**src/rtl/mem_bus_scheduler.sv**
```systemverilog
// Shared main-memory bus scheduler for two cache controllers.
// Serialises requests through a four-state FSM, arbitrates ties round-robin,
// and emits a snoop invalidate to the other cache whenever a write completes.
//
// Handshake: a requester raises req_x with we_x/addr_x/wdata_x stable and keeps
// it high until it samples done_x high, then drops it on that same edge. The
// scheduler latches the request in IDLE; later changes to req_x are ignored
// until the transaction's DONE cycle has passed.
module mem_bus_scheduler (
    input  logic       clk,
    input  logic       rst,
    input  logic       req_1,
    input  logic       req_2,
    input  logic       we_1,
    input  logic       we_2,
    input  logic [7:0] addr_1,
    input  logic [7:0] addr_2,
    input  logic [7:0] wdata_1,
    input  logic [7:0] wdata_2,
    output logic       gnt_1,
    output logic       gnt_2,
    output logic       done_1,
    output logic       done_2,
    output logic [7:0] rdata_1,
    output logic [7:0] rdata_2,
    output logic [7:0] mem_addr,
    output logic [7:0] mem_wdata,
    output logic       mem_we,
    input  logic [7:0] mem_rdata,
    output logic       snoop_valid_1,
    output logic       snoop_valid_2,
    output logic [7:0] snoop_addr,
    output logic       bus_busy,
    output logic [1:0] state_dbg
);

    typedef enum logic [1:0] {
        S_IDLE   = 2'd0,
        S_ACCESS = 2'd1,
        S_RDWAIT = 2'd2,
        S_DONE   = 2'd3
    } state_t;

    state_t     state_q, state_d;
    // Requester ids are encoded as one bit: 0 = requester 1, 1 = requester 2.
    logic       last_q, last_d;
    logic       win_q, win_d;
    logic       we_q, we_d;
    logic       gnt_1_q, gnt_1_d;
    logic       gnt_2_q, gnt_2_d;
    logic       done_1_q, done_1_d;
    logic       done_2_q, done_2_d;
    logic [7:0] rdata_1_q, rdata_1_d;
    logic [7:0] rdata_2_q, rdata_2_d;
    logic [7:0] mem_addr_q, mem_addr_d;
    logic [7:0] mem_wdata_q, mem_wdata_d;
    logic       mem_we_q, mem_we_d;
    logic       snoop_valid_1_q, snoop_valid_1_d;
    logic       snoop_valid_2_q, snoop_valid_2_d;
    logic [7:0] snoop_addr_q, snoop_addr_d;
    logic       bus_busy_q, bus_busy_d;
    logic       pick_2;

    // On a tie the requester that was not served last wins; otherwise whoever asks.
    assign pick_2 = (req_1 && req_2) ? ~last_q : req_2;

    // Next-state and next-output computation for every register.
    always_comb begin
        state_d         = state_q;
        last_d          = last_q;
        win_d           = win_q;
        we_d            = we_q;
        gnt_1_d         = gnt_1_q;
        gnt_2_d         = gnt_2_q;
        done_1_d        = 1'b0;
        done_2_d        = 1'b0;
        rdata_1_d       = rdata_1_q;
        rdata_2_d       = rdata_2_q;
        mem_addr_d      = mem_addr_q;
        mem_wdata_d     = mem_wdata_q;
        mem_we_d        = 1'b0;
        snoop_valid_1_d = 1'b0;
        snoop_valid_2_d = 1'b0;
        snoop_addr_d    = snoop_addr_q;
        bus_busy_d      = bus_busy_q;
        case (state_q)
            S_IDLE: begin
                if (req_1 || req_2) begin
                    state_d     = S_ACCESS;
                    win_d       = pick_2;
                    we_d        = pick_2 ? we_2 : we_1;
                    gnt_1_d     = ~pick_2;
                    gnt_2_d     = pick_2;
                    mem_addr_d  = pick_2 ? addr_2 : addr_1;
                    mem_wdata_d = pick_2 ? wdata_2 : wdata_1;
                    mem_we_d    = pick_2 ? we_2 : we_1;
                    bus_busy_d  = 1'b1;
                end
            end
            S_ACCESS: begin
                if (we_q) begin
                    // Write lands this cycle; finish now and invalidate the other cache.
                    state_d         = S_DONE;
                    done_1_d        = ~win_q;
                    done_2_d        = win_q;
                    snoop_valid_1_d = win_q;
                    snoop_valid_2_d = ~win_q;
                    snoop_addr_d    = mem_addr_q;
                end else begin
                    state_d = S_RDWAIT;
                end
            end
            S_RDWAIT: begin
                // Memory data is registered, so it is valid now, one cycle after the address.
                state_d  = S_DONE;
                done_1_d = ~win_q;
                done_2_d = win_q;
                if (win_q) begin
                    rdata_2_d = mem_rdata;
                end else begin
                    rdata_1_d = mem_rdata;
                end
            end
            S_DONE: begin
                state_d    = S_IDLE;
                last_d     = win_q;
                gnt_1_d    = 1'b0;
                gnt_2_d    = 1'b0;
                bus_busy_d = 1'b0;
            end
            default: begin
                state_d = S_IDLE;
            end
        endcase
    end

    // State and registered outputs; reset aborts any transaction in flight.
    always_ff @(posedge clk) begin
        if (rst) begin
            state_q         <= S_IDLE;
            last_q          <= 1'b1;
            win_q           <= 1'b0;
            we_q            <= 1'b0;
            gnt_1_q         <= 1'b0;
            gnt_2_q         <= 1'b0;
            done_1_q        <= 1'b0;
            done_2_q        <= 1'b0;
            rdata_1_q       <= 8'h00;
            rdata_2_q       <= 8'h00;
            mem_addr_q      <= 8'h00;
            mem_wdata_q     <= 8'h00;
            mem_we_q        <= 1'b0;
            snoop_valid_1_q <= 1'b0;
            snoop_valid_2_q <= 1'b0;
            snoop_addr_q    <= 8'h00;
            bus_busy_q      <= 1'b0;
        end else begin
            state_q         <= state_d;
            last_q          <= last_d;
            win_q           <= win_d;
            we_q            <= we_d;
            gnt_1_q         <= gnt_1_d;
            gnt_2_q         <= gnt_2_d;
            done_1_q        <= done_1_d;
            done_2_q        <= done_2_d;
            rdata_1_q       <= rdata_1_d;
            rdata_2_q       <= rdata_2_d;
            mem_addr_q      <= mem_addr_d;
            mem_wdata_q     <= mem_wdata_d;
            mem_we_q        <= mem_we_d;
            snoop_valid_1_q <= snoop_valid_1_d;
            snoop_valid_2_q <= snoop_valid_2_d;
            snoop_addr_q    <= snoop_addr_d;
            bus_busy_q      <= bus_busy_d;
        end
    end

    assign gnt_1         = gnt_1_q;
    assign gnt_2         = gnt_2_q;
    assign done_1        = done_1_q;
    assign done_2        = done_2_q;
    assign rdata_1       = rdata_1_q;
    assign rdata_2       = rdata_2_q;
    assign mem_addr      = mem_addr_q;
    assign mem_wdata     = mem_wdata_q;
    assign mem_we        = mem_we_q;
    assign snoop_valid_1 = snoop_valid_1_q;
    assign snoop_valid_2 = snoop_valid_2_q;
    assign snoop_addr    = snoop_addr_q;
    assign bus_busy      = bus_busy_q;
    assign state_dbg     = state_q;

endmodule

```
**config.mk**
```make
export PLATFORM = sky130hd
export DESIGN_NAME = mem_bus_scheduler
export DESIGN_NICKNAME = d
export VERILOG_FILES = /design/src/rtl/mem_bus_scheduler.sv
export SDC_FILE = /design/constraint.sdc
export NUM_CORES = 1
export LEC_CHECK = 0
export ABC_AREA = 1
export CORE_UTILIZATION = 59
export CTS_BUF_LIST = sky130_fd_sc_hd__clkbuf_2
export CTS_CLUSTER_SIZE = 30
export DETAILED_ROUTE_END_ITERATION = 16
export DONT_BUFFER_PORTS = 1
export PLACE_DENSITY_LB_ADDON = 0.25
export SLEW_MARGIN = 10
export SYNTH_ARGS = -nofsm -noshare
export SYNTH_HDL_FRONTEND = slang
export SYNTH_SLANG_ARGS = --single-unit
```
**constraint.sdc**
```tcl
create_clock -name clk -period 1.4 [get_ports clk]
set_input_delay 0.14 -clock clk [delete_from_list [all_inputs] [get_ports clk]]
set_output_delay 0.14 -clock clk [all_outputs]
set_load 0.02 [all_outputs]
```
; ---- After elaboration in Yosys (flattened, before gate mapping)
; Cells that the tools add are included.
[op_classes]
n_eq_ne = 4
mux = 17
bitwise = 6
reduce_logical = 11
[ops]
columns = cell, count
row1 = 8-bit 2-to-1 mux, 2
row2 = 1-bit one-hot mux with 2 select lines, 5
row3 = 2-bit AND reduction, 5
row4 = 1-bit 2-to-1 mux, 8
row5 = 2-bit one-hot mux with 4 select lines, 1
row6 = 1-bit NOT, 6
row7 = 2-bit equality test (second input constant), 2
row8 = 3-bit OR reduction, 1
row9 = 2-bit by 1-bit equality test with 1-bit output (second input constant), 1
row10 = 2-bit logical NOT, 1
row11 = 2-bit 2-to-1 mux, 1
row12 = 2-bit inequality test (second input constant), 1
row13 = 2-bit nonzero test, 1
row14 = 2-bit OR reduction, 1
row15 = 1-bit logical AND, 1
row16 = 1-bit logical OR, 1
[totals]
reg_bits = 53

; ---- Logic depth before layout (Yosys ltp)
[depth]
ltp_word = 5
depth_mapped = 8
mapped_depth_nobuf = 7

; ---- Worst setup path before layout
; OpenSTA, ideal clock, no wires.
[synth_path]
path_type = register -> register
startpoint = reg state_q[0] (netlist: state_dbg[0])
endpoint = reg mem_wdata_q[7] (netlist: mem_wdata[7])
t_arrival_ns = 1.334
required_time_ns = 1.283
path_slack_ns = -0.051
stages_incl_launch_ff = 8
path_buffers = 1
period_less_slack_ns = 1.451
path_cell_list = dfxtp_1 inv_1 ha_1 inv_2 nor2_4 buf_4 o21ai_0 nor2_1
[synth_between]
elab_chain_cells = 2
[synth_rtl]
columns = element, line_no
row1 = start: declaration, 44  ; state_t state_q, state_d;
row2 = start signal: assignment, 158  ; state_q <= state_d;
row3 = 2-bit logical NOT, 86  ; case (state_q)
row4 = 2-bit AND reduction (no line), -
row5 = end signal: assignment, 169  ; mem_wdata_q <= mem_wdata_d;
row6 = end: declaration, 56  ; logic [7:0] mem_wdata_q, mem_wdata_d;
; No other way between the ends.
; A chain may end at the register's enable or synchronous reset.

; ---- Worst setup path after layout
[layout_path]
startpoint = reg state_q[1] (netlist: state_dbg[1])
endpoint = reg rdata_2_q[7] (netlist: rdata_2[7])
[layout_between]
elab_chain_cells = 2
[layout_rtl]
columns = element, line_no
row1 = 2-bit equality test, 86
row2 = 2-bit AND reduction (no line), -
row3 = end signal: assignment, 167  ; rdata_2_q <= rdata_2_d;
row4 = end: declaration, 54  ; logic [7:0] rdata_2_q, rdata_2_d;
; No other way between the ends.

==> impl_results.md <==
* Cells after Synth at 309
* Pwr Total at 5.132 mW
* Total wire length at 5808 µm
* Most common cell after layout, fill and taps aside: nor2_1
* CP cell instances: buf_4, ha_1, nand2_1, inv_2, nor2_1, nor2_1
* Slew HR at 71.26%
* Max-cap viol count at 0
* H-Tree Depth at 2
* Worst Setup Path Type: reg -> reg
* Non-filler instance count after layout at 412
* Worst-Margin Slew at 429.8 ps
* CP delay by family, top: flip-flops
* Starting Density at 61.63%
* GRT Total Usage at 29.67%
* Critical Path Sink Type: flip-flop
* TritonRoute pass-1 iters at 4
* Synthesized flop and latch total at 53
* Clock slew at reported path FFs at 240 ps
* Post-synth EDFFs at 0
* Required @ worst endpoint at 1750 ps
* Syn nets at 360
* Post-Synthesis Cell Area at 0.002273 mm²
* Final Hold Fails at 0
* Fin crit share at 95.69%
* Dpl cell area at 0.002318 mm²
* Yosys warns at 0
* CP max-delay cell: dfxtp_2
* Vias in the first global route at 2193
* Largest net degree at the start of global routing at 22
* Library cells used by synthesis at 25
* GR peak layer: met2
* Max Fclk at 0.7465 GHz
* Worst Path Arrival at 1690 ps
* Die height at 64.08 µm
* DRT iter0 DRCs at 147
* Met2 Use GR at 54.65%
* Clk buf depth at 2
* N_diodes at 0
* Final Setup Violations at 0
* CP Launch Point: state_dbg[1]$_SDFFE_PP0P_
* FF-to-FF path depth at 6
* Share of cells above drive strength 1 at 12.64%
* Most frequent cells in the layout: nor2_1 (101), dfxtp_1 (51), o21ai_0 (46)
* Syn Area/Cell at 7.357 µm²
* Setup TNS at 0 ps
* Crit-path most repeated cell: nor2_1
* WL/cell at 14.10 µm
* Vias at 2194
* Nets@finish at 414
* Num CTS Buffers at 5
* R2r setup slk at 60 ps
* M3 GR Usage at 7.321%
* Setup crit end: rdata_2[7]$_SDFFE_PP0P_
* Final core occ at 79.61%
* Outcome: completed
* Total grt overflow at 0
* Core Area at 0.003689 mm²
* Buf/Inv on CP at 2
* GP Congestion at 0.8105
* Post-synth ARST share at 0%
* DP HPWL at 3282 µm
* DRC errors left at 0
* Min Tclk post-route at 1340 ps
* Initial antenna violation count at 0
* Die area at 0.004106 mm²
* Remaining antenna violation count after routing at 0
* Reg-to-Reg End: rdata_2[7]$_SDFFE_PP0P_
* Port bufs at 0
* Worst path max stage delay at 380 ps
* Area Growth Syn to Fin at 29.17%
* Critical path depth at 6
* Worst-Skew Late Latency at 440 ps
* Final Cell Area at 0.002937 mm²
* Worst r2r src: state_dbg[1]$_SDFFE_PP0P_
* Main synth FF type: dfxtp_1
* Pwr dens at 1747 mW/mm²
* CP Max Fanout at 9
* Ports at 96
* CTS sink cnt at 53
* Maximum VDD drop at 1.141 mV
* Worst Setup Start Kind: flip-flop
* Root Driver: clkbuf_2
* Met1 usage at 30.36%
* Hold crit path type: in -> reg
* Leakage at 1.326 nW
* Post-synthesis sequential area ratio at 46.67%
* DP Cell Count at 352
* First-pass GRT wire length at 9418 µm
* Setup Skew at 20.03 ps
* CTS tree: built
* Vias per cell at 5.325
* Num rows at 22
* Max-slew violations at 0
* RSZ-0062 raised after global routing: true
* Die width at 64.08 µm
[worst min path at each step]
stage	start	end	depth (start not counted)
finish	req_2	we_q$_SDFFE_PP0P_	3
global route	req_2	gnt_2$_SDFFE_PP0P_	3
CTS	req_2	we_q$_SDFFE_PP0P_	3
detailed placement	rst	gnt_1$_SDFFE_PP0P_	1
global placement	rst	gnt_1$_SDFFE_PP0P_	1
floorplan	mem_rdata[0]	rdata_1[0]$_SDFFE_PP0P_	2
[logic make-up (layout without fill, tap and decap cells)]
family          Yosys count  after routing  synth area share (%)
compound gates           66             66                 16.13
fa+ha+maj                 5              5                 2.752
buf+inv                  56            111                 11.45
flops                    53             53                 46.67
simple gates            129            129                 23.00
[stage by stage]
stage	setup slack [ps]	hold WS [ps]
detailed placement	8.223	207.6
global placement	58.59	205.0
finish	60.41	33.52
CTS	30.16	0.3063
floorplan	62.44	306.7
global route	-62.25	30.67
[layer usage]
| metal | up-vias | share of wire, % |
|---|---|---|
| li1 | 1074 | - |
| met2 | 87 | 53 |
| met4 | 0 | 3.4 |
| met1 | 1011 | 38 |
| met5 | - | 0 |
| met3 | 22 | 6.1 |
[tightest hold or removal path, cell delays in order]
cell and delay (ps):
o21ai_1 140, nand3_1 110, nand2_1 50
[layout make-up]
type	count	area, µm²
fillers	242	752.0
flip-flops and latches	53	1064
well taps	48	60.06
clock inverters	3	41.29
multi-input cells	200	970.9
repair buffers	59	604.3
inverters	44	171.4
clock buffers	5	25.02
[registers in the layout (all words and copies together), names as in the netlist, 2 cells and up]
register	flops
mem_addr	8
mem_wdata	8
rdata_1	8
rdata_2	8
snoop_addr	8
state_dbg	2
[synth_stat cells, types with 2 or more instances]
cell,n,share of area (%)
nor2_1,101,17
dfxtp_1,53,47
o21ai_0,50,11
inv_1,41,6.8
nand2_1,15,2.5
o21ai_2,8,3.1
clkbuf_1,6,0.99
a21oi_1,5,1.1
ha_1,5,2.8
buf_6,4,2.0
nand3_1,4,0.88
inv_2,2,0.33
nor3_1,2,0.44
nor4_1,2,0.55
[where the power goes]
group | switching (mW) | leakage, nW | internal, mW | total, mW
Combinational | 1.01 | 0.855 | 0.824 | 1.84
Clock | 0.472 | 0.0366 | 0.295 | 0.767
Sequential | 0.645 | 0.435 | 1.88 | 2.53
[repair_timing]
item / CTS / global route
cloned: 1 / 0
hold buffers: 45 / 0
gates resized for setup: 5 / 12
setup buffers: 1 / 5
endpoints found under the hold margin: 45 / 0
setup endpoints to repair: 8 / 33
pin swaps: 0 / 3
(Power assumes the default switching activity.)
